File: src/rtl/debounce_pkg.sv
// Shared constants, hold-phase encoding and a width helper for the debouncer family.
package debounce_pkg;

  localparam int DB_PSC_10MHZ_25MS = 250000;
  localparam int DB_SAMPLES_DEF    = 3;
  localparam int DB_LONG_DEF       = 40;
  localparam int DB_REPEAT_DEF     = 8;

  typedef enum logic {
    HOLD_LONG   = 1'b0,
    HOLD_REPEAT = 1'b1
  } hold_phase_t;

  // Bits needed to hold any value in 0..max_val (never less than one bit).
  function automatic int db_width(input int max_val);
    return (max_val < 2) ? 1 : $clog2(max_val + 1);
  endfunction

endpackage

File: src/rtl/debounce_channel.sv
// One debounced channel: 2-FF synchroniser, disagree counter, debounced level,
// hold counter with long-press/auto-repeat, and registered edge pulses.
module debounce_channel
  import debounce_pkg::*;
#(
  parameter int SAMPLES      = DB_SAMPLES_DEF,
  parameter int LONG_TICKS   = DB_LONG_DEF,
  parameter int REPEAT_TICKS = DB_REPEAT_DEF,
  parameter int ACTIVE_LOW   = 0
) (
  input  logic clk,
  input  logic rst,
  input  logic en,
  input  logic tick,
  input  logic raw,
  output logic level,
  output logic rise,
  output logic fall,
  output logic long_press
);

  localparam int DCW = db_width(SAMPLES - 1);
  localparam int HCW = db_width((LONG_TICKS > REPEAT_TICKS) ? LONG_TICKS : REPEAT_TICKS);
  localparam logic [DCW-1:0] DC_LAST   = DCW'(SAMPLES - 1);
  localparam logic [HCW-1:0] HC_LONG   = HCW'(LONG_TICKS);
  localparam logic [HCW-1:0] HC_REPEAT = HCW'(REPEAT_TICKS);
  localparam logic INVERT = (ACTIVE_LOW != 0);

  logic [1:0]     sync_q;
  logic           s;
  logic [DCW-1:0] dc_q, dc_d;
  logic           level_d;
  logic [HCW-1:0] hc_q, hc_d, hc_inc;
  hold_phase_t    phase_q, phase_d;
  logic           rise_d, fall_d, lp_d;
  logic           accept;

  assign s      = sync_q[1] ^ INVERT;
  assign hc_inc = hc_q + 1'b1;
  assign accept = (s != level) && (dc_q == DC_LAST);

  always_comb begin
    dc_d    = dc_q;
    level_d = level;
    hc_d    = hc_q;
    phase_d = phase_q;
    rise_d  = 1'b0;
    fall_d  = 1'b0;
    lp_d    = 1'b0;
    if (en && tick) begin
      if (s == level) begin
        dc_d = '0;
      end else if (accept) begin
        level_d = s;
        dc_d    = '0;
        rise_d  = s;
        fall_d  = ~s;
      end else begin
        dc_d = dc_q + 1'b1;
      end

      // An accepted sample while level is high is the fall, which drops any hold progress.
      if (!level || accept) begin
        hc_d    = '0;
        phase_d = HOLD_LONG;
      end else if (phase_q == HOLD_REPEAT) begin
        if (hc_inc == HC_REPEAT) begin
          lp_d = 1'b1;
          hc_d = '0;
        end else begin
          hc_d = hc_inc;
        end
      end else if (hc_q == HC_LONG) begin
        hc_d = hc_q;
      end else if (hc_inc == HC_LONG) begin
        lp_d = 1'b1;
        if (REPEAT_TICKS > 0) begin
          hc_d    = '0;
          phase_d = HOLD_REPEAT;
        end else begin
          hc_d = HC_LONG;
        end
      end else begin
        hc_d = hc_inc;
      end
    end
  end

  always_ff @(posedge clk) begin
    if (rst) begin
      sync_q     <= '0;
      dc_q       <= '0;
      level      <= 1'b0;
      hc_q       <= '0;
      phase_q    <= HOLD_LONG;
      rise       <= 1'b0;
      fall       <= 1'b0;
      long_press <= 1'b0;
    end else begin
      sync_q     <= {sync_q[0], raw};
      dc_q       <= dc_d;
      level      <= level_d;
      hc_q       <= hc_d;
      phase_q    <= phase_d;
      rise       <= rise_d;
      fall       <= fall_d;
      long_press <= lp_d;
    end
  end

endmodule

File: src/rtl/debouncer_nch.sv
// N-channel switch debouncer: shared sample-tick prescaler feeding one
// debounce_channel per input.
module debouncer_nch
  import debounce_pkg::*;
#(
  parameter int N_CH         = 4,
  parameter int PSC_CYCLES   = DB_PSC_10MHZ_25MS,
  parameter int SAMPLES      = DB_SAMPLES_DEF,
  parameter int LONG_TICKS   = DB_LONG_DEF,
  parameter int REPEAT_TICKS = DB_REPEAT_DEF,
  parameter int ACTIVE_LOW   = 0
) (
  input  logic            clk,
  input  logic            rst,
  input  logic            en,
  input  logic [N_CH-1:0] raw_in,
  output logic [N_CH-1:0] level,
  output logic [N_CH-1:0] rise,
  output logic [N_CH-1:0] fall,
  output logic [N_CH-1:0] long_press,
  output logic            tick
);

  localparam int PW = $clog2(PSC_CYCLES);
  localparam logic [PW-1:0] PSC_LAST = PW'(PSC_CYCLES - 1);

  logic [PW-1:0] psc_q, psc_d;

  // Disabling parks the prescaler at 0, so tick cannot sit high while frozen.
  always_comb begin
    psc_d = psc_q + 1'b1;
    if (!en || (psc_q == PSC_LAST)) begin
      psc_d = '0;
    end
  end

  always_ff @(posedge clk) begin
    if (rst) begin
      psc_q <= '0;
      tick  <= 1'b0;
    end else begin
      psc_q <= psc_d;
      tick  <= (psc_d == PSC_LAST);
    end
  end

  for (genvar i = 0; i < N_CH; i++) begin : g_ch
    debounce_channel #(
      .SAMPLES      (SAMPLES),
      .LONG_TICKS   (LONG_TICKS),
      .REPEAT_TICKS (REPEAT_TICKS),
      .ACTIVE_LOW   (ACTIVE_LOW)
    ) u_ch (
      .clk        (clk),
      .rst        (rst),
      .en         (en),
      .tick       (tick),
      .raw        (raw_in[i]),
      .level      (level[i]),
      .rise       (rise[i]),
      .fall       (fall[i]),
      .long_press (long_press[i])
    );
  end

endmodule

File: config.mk
export PLATFORM = sky130hd
export DESIGN_NAME = debouncer_nch
export DESIGN_NICKNAME = d
export VERILOG_FILES = /design/src/rtl/debounce_pkg.sv /design/src/rtl/debounce_channel.sv /design/src/rtl/debouncer_nch.sv
export SDC_FILE = /design/constraint.sdc
export NUM_CORES = 1
export LEC_CHECK = 0
export ABC_AREA = 0
export BUFFER_PORTS_ARGS = -buffer_cell sky130_fd_sc_hd__clkbuf_2
export CORE_AREA = 5 5 140 142
export DETAILED_ROUTE_END_ITERATION = 8
export DIE_AREA = 0 0 145 147
export SETUP_SLACK_MARGIN = 0.1
export SYNTH_ARGS = -nofsm -noshare
export SYNTH_HDL_FRONTEND = slang
export SYNTH_SLANG_ARGS = --single-unit
File: constraint.sdc
create_clock -name clk -period 5.9 [get_ports clk]
set_input_delay 1.18 -clock clk [delete_from_list [all_inputs] [get_ports clk]]
set_output_delay 1.18 -clock clk [all_outputs]
set_load 0.01 [all_outputs]
=== After elaboration in Yosys (flattened, before gate mapping) ===
Cells that the tools add are included.

* Bits in registers: 79
* Latch bits: 0
* RAM bits: 0
* ROM bits: 0
* Input port bits: 7
* Memories kept: 0

* Add/sub/neg operators: 9
* Multipliers: 0
* Div/mod/pow operators: 0
* Order comparisons: 0
* Equal/unequal tests: 30
* Shifts and indexed selects: 0
* Multiplexer cells: 53
* Bitwise gates (word level): 13
* Reductions and logical operators: 31

{| class="wikitable"
|+ Operators with widths
! kind !! count
|-
| 2-to-1 mux 6 bit || 20
|-
| equality test 6 bit, second input constant || 8
|-
| equality test 18 bit, second input constant || 2
|-
| adder 6 x 1 -> 6 bit, second input constant || 4
|-
| equality test 6 x 4 -> 1 bit, second input constant || 4
|-
| 2-to-1 mux 1 bit || 24
|-
| adder 18 x 1 -> 18 bit, second input constant || 1
|-
| 2-to-1 mux 18 bit || 1
|-
| 2-to-1 mux 2 bit || 8
|-
| OR reduction 4 bit || 4
|-
| inverter 1 bit || 13
|-
| != test 3 x 1 -> 1 bit, second input constant || 4
|-
| AND reduction 3 bit || 4
|-
| OR reduction 3 bit || 4
|-
| adder 2 x 1 -> 2 bit, second input constant || 4
|-
| equality test 2 bit, second input constant || 4
|-
| AND reduction 2 bit || 4
|-
| logical AND 1 bit || 5
|-
| zero test 1 bit || 5
|-
| logical OR 1 bit || 5
|-
| equality test 1 bit || 4
|-
| != test 1 bit || 4
|}

=== Longest topological paths before layout ===
* Word-level depth: 6
* Gate-level depth with buffers: 7

=== Modules after synthesis ===
Synthesis repeated with hierarchy kept, for this count alone.

* Cells, all modules: 449
* Area total of the unflattened synthesis: 4013.8 um^2

{| class="wikitable"
|+ Modules (own cells, without submodules)
! module !! instances !! cells each !! area an instance (um^2)
|-
| debounce_channel || 4 || 81 || 744.5
|-
| debouncer_nch || 1 || 125 || 1036.0
|}

=== Worst setup path before layout ===
Ideal clock, no wire load.

* Path type: input to register
* Start point: in rst
* End point: reg tick
* Library setup time: 0.103 ns
* Data arrival time: 2.399 ns
* Setup slack: 3.397 ns
* Stages on the path: 6
* Path buffers: 2
* Cells stage by stage: clkbuf_1 nand2b_1 a31o_2 buf_6 a2111o_1 a2111oi_2

{| class="wikitable"
|+ RTL lines
! item !! line !! RTL
|-
| start: declaration || debouncer_nch.sv:14 || <nowiki>input logic rst,</nowiki>
|-
| end signal: assignment || debouncer_nch.sv:43 || <nowiki>tick <= (psc_d == PSC_LAST);</nowiki>
|-
| end: declaration || debouncer_nch.sv:21 || <nowiki>output logic tick</nowiki>
|}

==> flow_metrics.env <==
export IMPL_fillerInstances=2002
export IMPL_synth_top_area_share_pct=38.5
export IMPL_yosys_top_cells_count="dfxtp_1 (79), nor2_1 (61), nand2_1 (36), a21oi_1 (28), nor3_1 (22)"
export IMPL_drive_gt1_share_pct=11.2
export IMPL_crit_path_max_fanout=18
export IMPL_cts_max_level=3
export IMPL_drt_iter0_drc=154
export IMPL_finalCritPeriodShare_pct=42.1
export IMPL_dr_pass1_iters=4
export IMPL_power_density_nw_per_um2=231
export IMPL_cts_made_buffers=9
export IMPL_cp_start_kind="input pin"
export IMPL_cp_cell_sequence="clkbuf_2 > nand2b_1 > a31o_2 > a2111o_1 > a2111oi_2"
export IMPL_routed_via_count=3361
export IMPL_ios=24
export IMPL_hold_class="flip-flop to flip-flop"
export IMPL_yosysUniqueCellTypes=56
export IMPL_clk_pin_slew_worst_paths_ns=0.06
export IMPL_n_antenna_cell=0
export IMPL_syn_area_um2=4100
export IMPL_fp_dieW_um=145
export IMPL_hold_violations=0
export IMPL_cts_tree="done"
export IMPL_fin_setup_tns_ns=0
export IMPL_nets=509
export IMPL_syn_area_per_cell_um2=8.43
export IMPL_antenna_found_initial=0
export IMPL_async_flop_share_pct=0
export IMPL_required_ns=6.13
export IMPL_crit_slowest_cell="a31o_2"
export IMPL_area_growth_pct=12.6
export IMPL_cp_depth=5
export IMPL_cts_root_buf="clkbuf_16"
export IMPL_grt_pass1_wl_um=15300
export IMPL_slew_headroom_pct=52.4
export IMPL_fin_skew_ns=0.00730
export IMPL_drc=0
export IMPL_reg2regPathDepth=5
export IMPL_post_cts_buffers=0
export IMPL_cts_sinks=79
export IMPL_status="finished clean"
export IMPL_cp_num_buf_inv=1
export IMPL_ys_ff_latch=79
export IMPL_insertion_delay_ns=0.33
export IMPL_routabilityCongestion=0.783
export IMPL_clock_path_buffers=2
export IMPL_stdcell_count=732
export IMPL_rows=50
export IMPL_vias_per_cell=4.59
export IMPL_crit_type="input pin to flip-flop"
export IMPL_ys_warn_count=0
export IMPL_overflow=0
export IMPL_worst_pin_slew_ns=0.713
export IMPL_timing_final_max_slew_violations=0
export IMPL_grt_max_degree=39
export IMPL_cp_top_family="compound AO/OA/AOI/OAI gates"
export IMPL_drtAntennaViolNets=0
export IMPL_ys_seq_area_share_pct=38.5
export IMPL_synth_cells=487
export IMPL_core_area_um2=18300
export IMPL_period_minus_slack_ns=2.49
export IMPL_portBuffers=23
export IMPL_die_area_um2=21300
export IMPL_ctsResizeCount=0
export IMPL_die_h_um=147
export IMPL_ff_latch_area_um2=1580
export IMPL_rsz0062_at_grt="false"
export IMPL_synth_area_leader_cell="dfxtp_1"
export IMPL_synth_edf_count=0
export IMPL_ys_flop_type="dfxtp_1"
export IMPL_peakVddDrop_uv=152
export IMPL_routed_wl_um=8640
export IMPL_dp_hpwl_um=6080
export IMPL_initial_core_util_pct=22.4
export IMPL_cpPeakStageDelay_ns=0.35
export IMPL_endpoint_kind="flip-flop"
export IMPL_final_setup_viol_count=0
export IMPL_cts_hold_buf=0
export IMPL_grt_pass1_vias=3179
export IMPL_multi_input_area_um2=2300
export IMPL_yosysMostFrequentCell="dfxtp_1"
export IMPL_wire_per_inst_um=11.8
export IMPL_synthesis_nets=503
export IMPL_cp_data_arrival_time_ns=2.71
export IMPL_hold_depth=1
export IMPL_power_leakage_uw=0.00144
export IMPL_ys_top_cells_by_area="dfxtp_1 (39%), nor2_1 (5.6%), a21oi_1 (3.4%)"
export IMPL_place_inst=716
export IMPL_max_freq_mhz=402
export IMPL_grtUsageTotal_pct=8.44
export IMPL_max_cap_violations=0
[registers in the layout, indices dropped and copies added (netlist names)]
| register | count |
|---|---|
| g_ch.u_ch.dc_q | 8 |
| psc_q | 18 |
| g_ch.u_ch.long_press | 4 |
| g_ch.u_ch.level | 4 |
| g_ch.u_ch.sync_q | 8 |
| g_ch.u_ch.fall | 4 |
| g_ch.u_ch.rise | 4 |
| g_ch.u_ch.phase_q | 4 |
| g_ch.u_ch.hc_q | 24 |
| tick | 1 |
[logic make-up (layout without fill, tap and decap cells)]
kind of cell	Yosys count	in the layout	synth area share, %
XOR/XNOR	26	26	5.55
AO/OA/AOI/OAI	85	85	13.6
adder cells (fa/ha/maj)	9	9	2.74
flip-flops	79	79	38.5
buffers and inverters	40	51	5.34
AND/OR/NAND/NOR	231	231	29.9
multiplexers	17	17	4.30
[worst reg2reg max path: cells and delay by family (launching register included)]
family | cells | cell delay, ns
DFF | 1 | 0.47
and+or+nand+nor | 3 | 1.05
AOI/OAI and AO/OA | 2 | 0.75
[metal layers]
metal	GRT usage (%)	vias up	part of all wire (%)
met1	10.7	1566	50
met5	0	-	0
met3	2.44	6	3.4
li1	-	1744	-
met4	2.68	0	0.95
met2	13.8	45	45
[report_power, final]
group / total [uW] / switching, uW / internal (uW)
registers: 540 / 3.25 / 537
clock network: 510 / 214 / 296
logic: 15.7 / 10.3 / 5.42
[through the flow]
| step | instance area (um2) | power, uW | util [%] | hold WS [ns] | setup slack (ns) |
|---|---|---|---|---|---|
| 4_1_cts | 4620 | 1090 | 25.2 | 0.446 | 3.41 |
| 3_5_place_dp | 4350 | 568 | 23.7 | 0.430 | 3.07 |
| 5_1_grt | 4620 | 1110 | 25.2 | 0.445 | 3.26 |
| 6_report | 4620 | 1070 | 25.2 | 0.438 | 3.41 |
| 2_1_floorplan | 4100 | 562 | - | 0.414 | 3.40 |
| 3_3_place_gp | 4350 | 567 | 23.7 | 0.421 | 3.10 |
[worst paths after layout]
kind	slack [ns]	endpoint	start
worst min-delay path	0.44	g_ch[1].u_ch.sync_q[1]$_SDFF_PP0_	g_ch[1].u_ch.sync_q[0]$_SDFF_PP0_
worst max-delay path	3.41	tick$_SDFF_PP0_	rst
worst max register to register	3.53	tick$_SDFF_PP0_	psc_q[0]$_SDFF_PP0_
worst min register to register	0.44	g_ch[1].u_ch.sync_q[1]$_SDFF_PP0_	g_ch[1].u_ch.sync_q[0]$_SDFF_PP0_
[area by class of cell]
type / instances / share of cell area, %
clock buffer: 11 / 5.25
clock inverter: 5 / 0.731
inverter: 10 / 0.812
multi-input combinational: 368 / 49.8
sequential: 79 / 34.2
tap: 234 / 6.33
timing repair buffer: 25 / 2.82
[cell usage in the layout, fill, tap and decap left out, types with 7 or more instances in the layout]
cell,n
a21oi_1,28
a22oi_1,7
and2_1,13
and3_1,9
clkbuf_16,9
clkbuf_2,23
dfxtp_1,79
ha_1,9
inv_1,10
mux2i_1,12
nand2_1,36
nand2b_1,12
nand3_1,19
nor2_1,61
nor2b_1,11
nor3_1,22
nor3b_1,9
nor4_1,10
o21ai_0,9
o21ai_1,7
xnor2_1,16
xor2_1,10
Note: power is estimated with default switching activity, not from simulation.
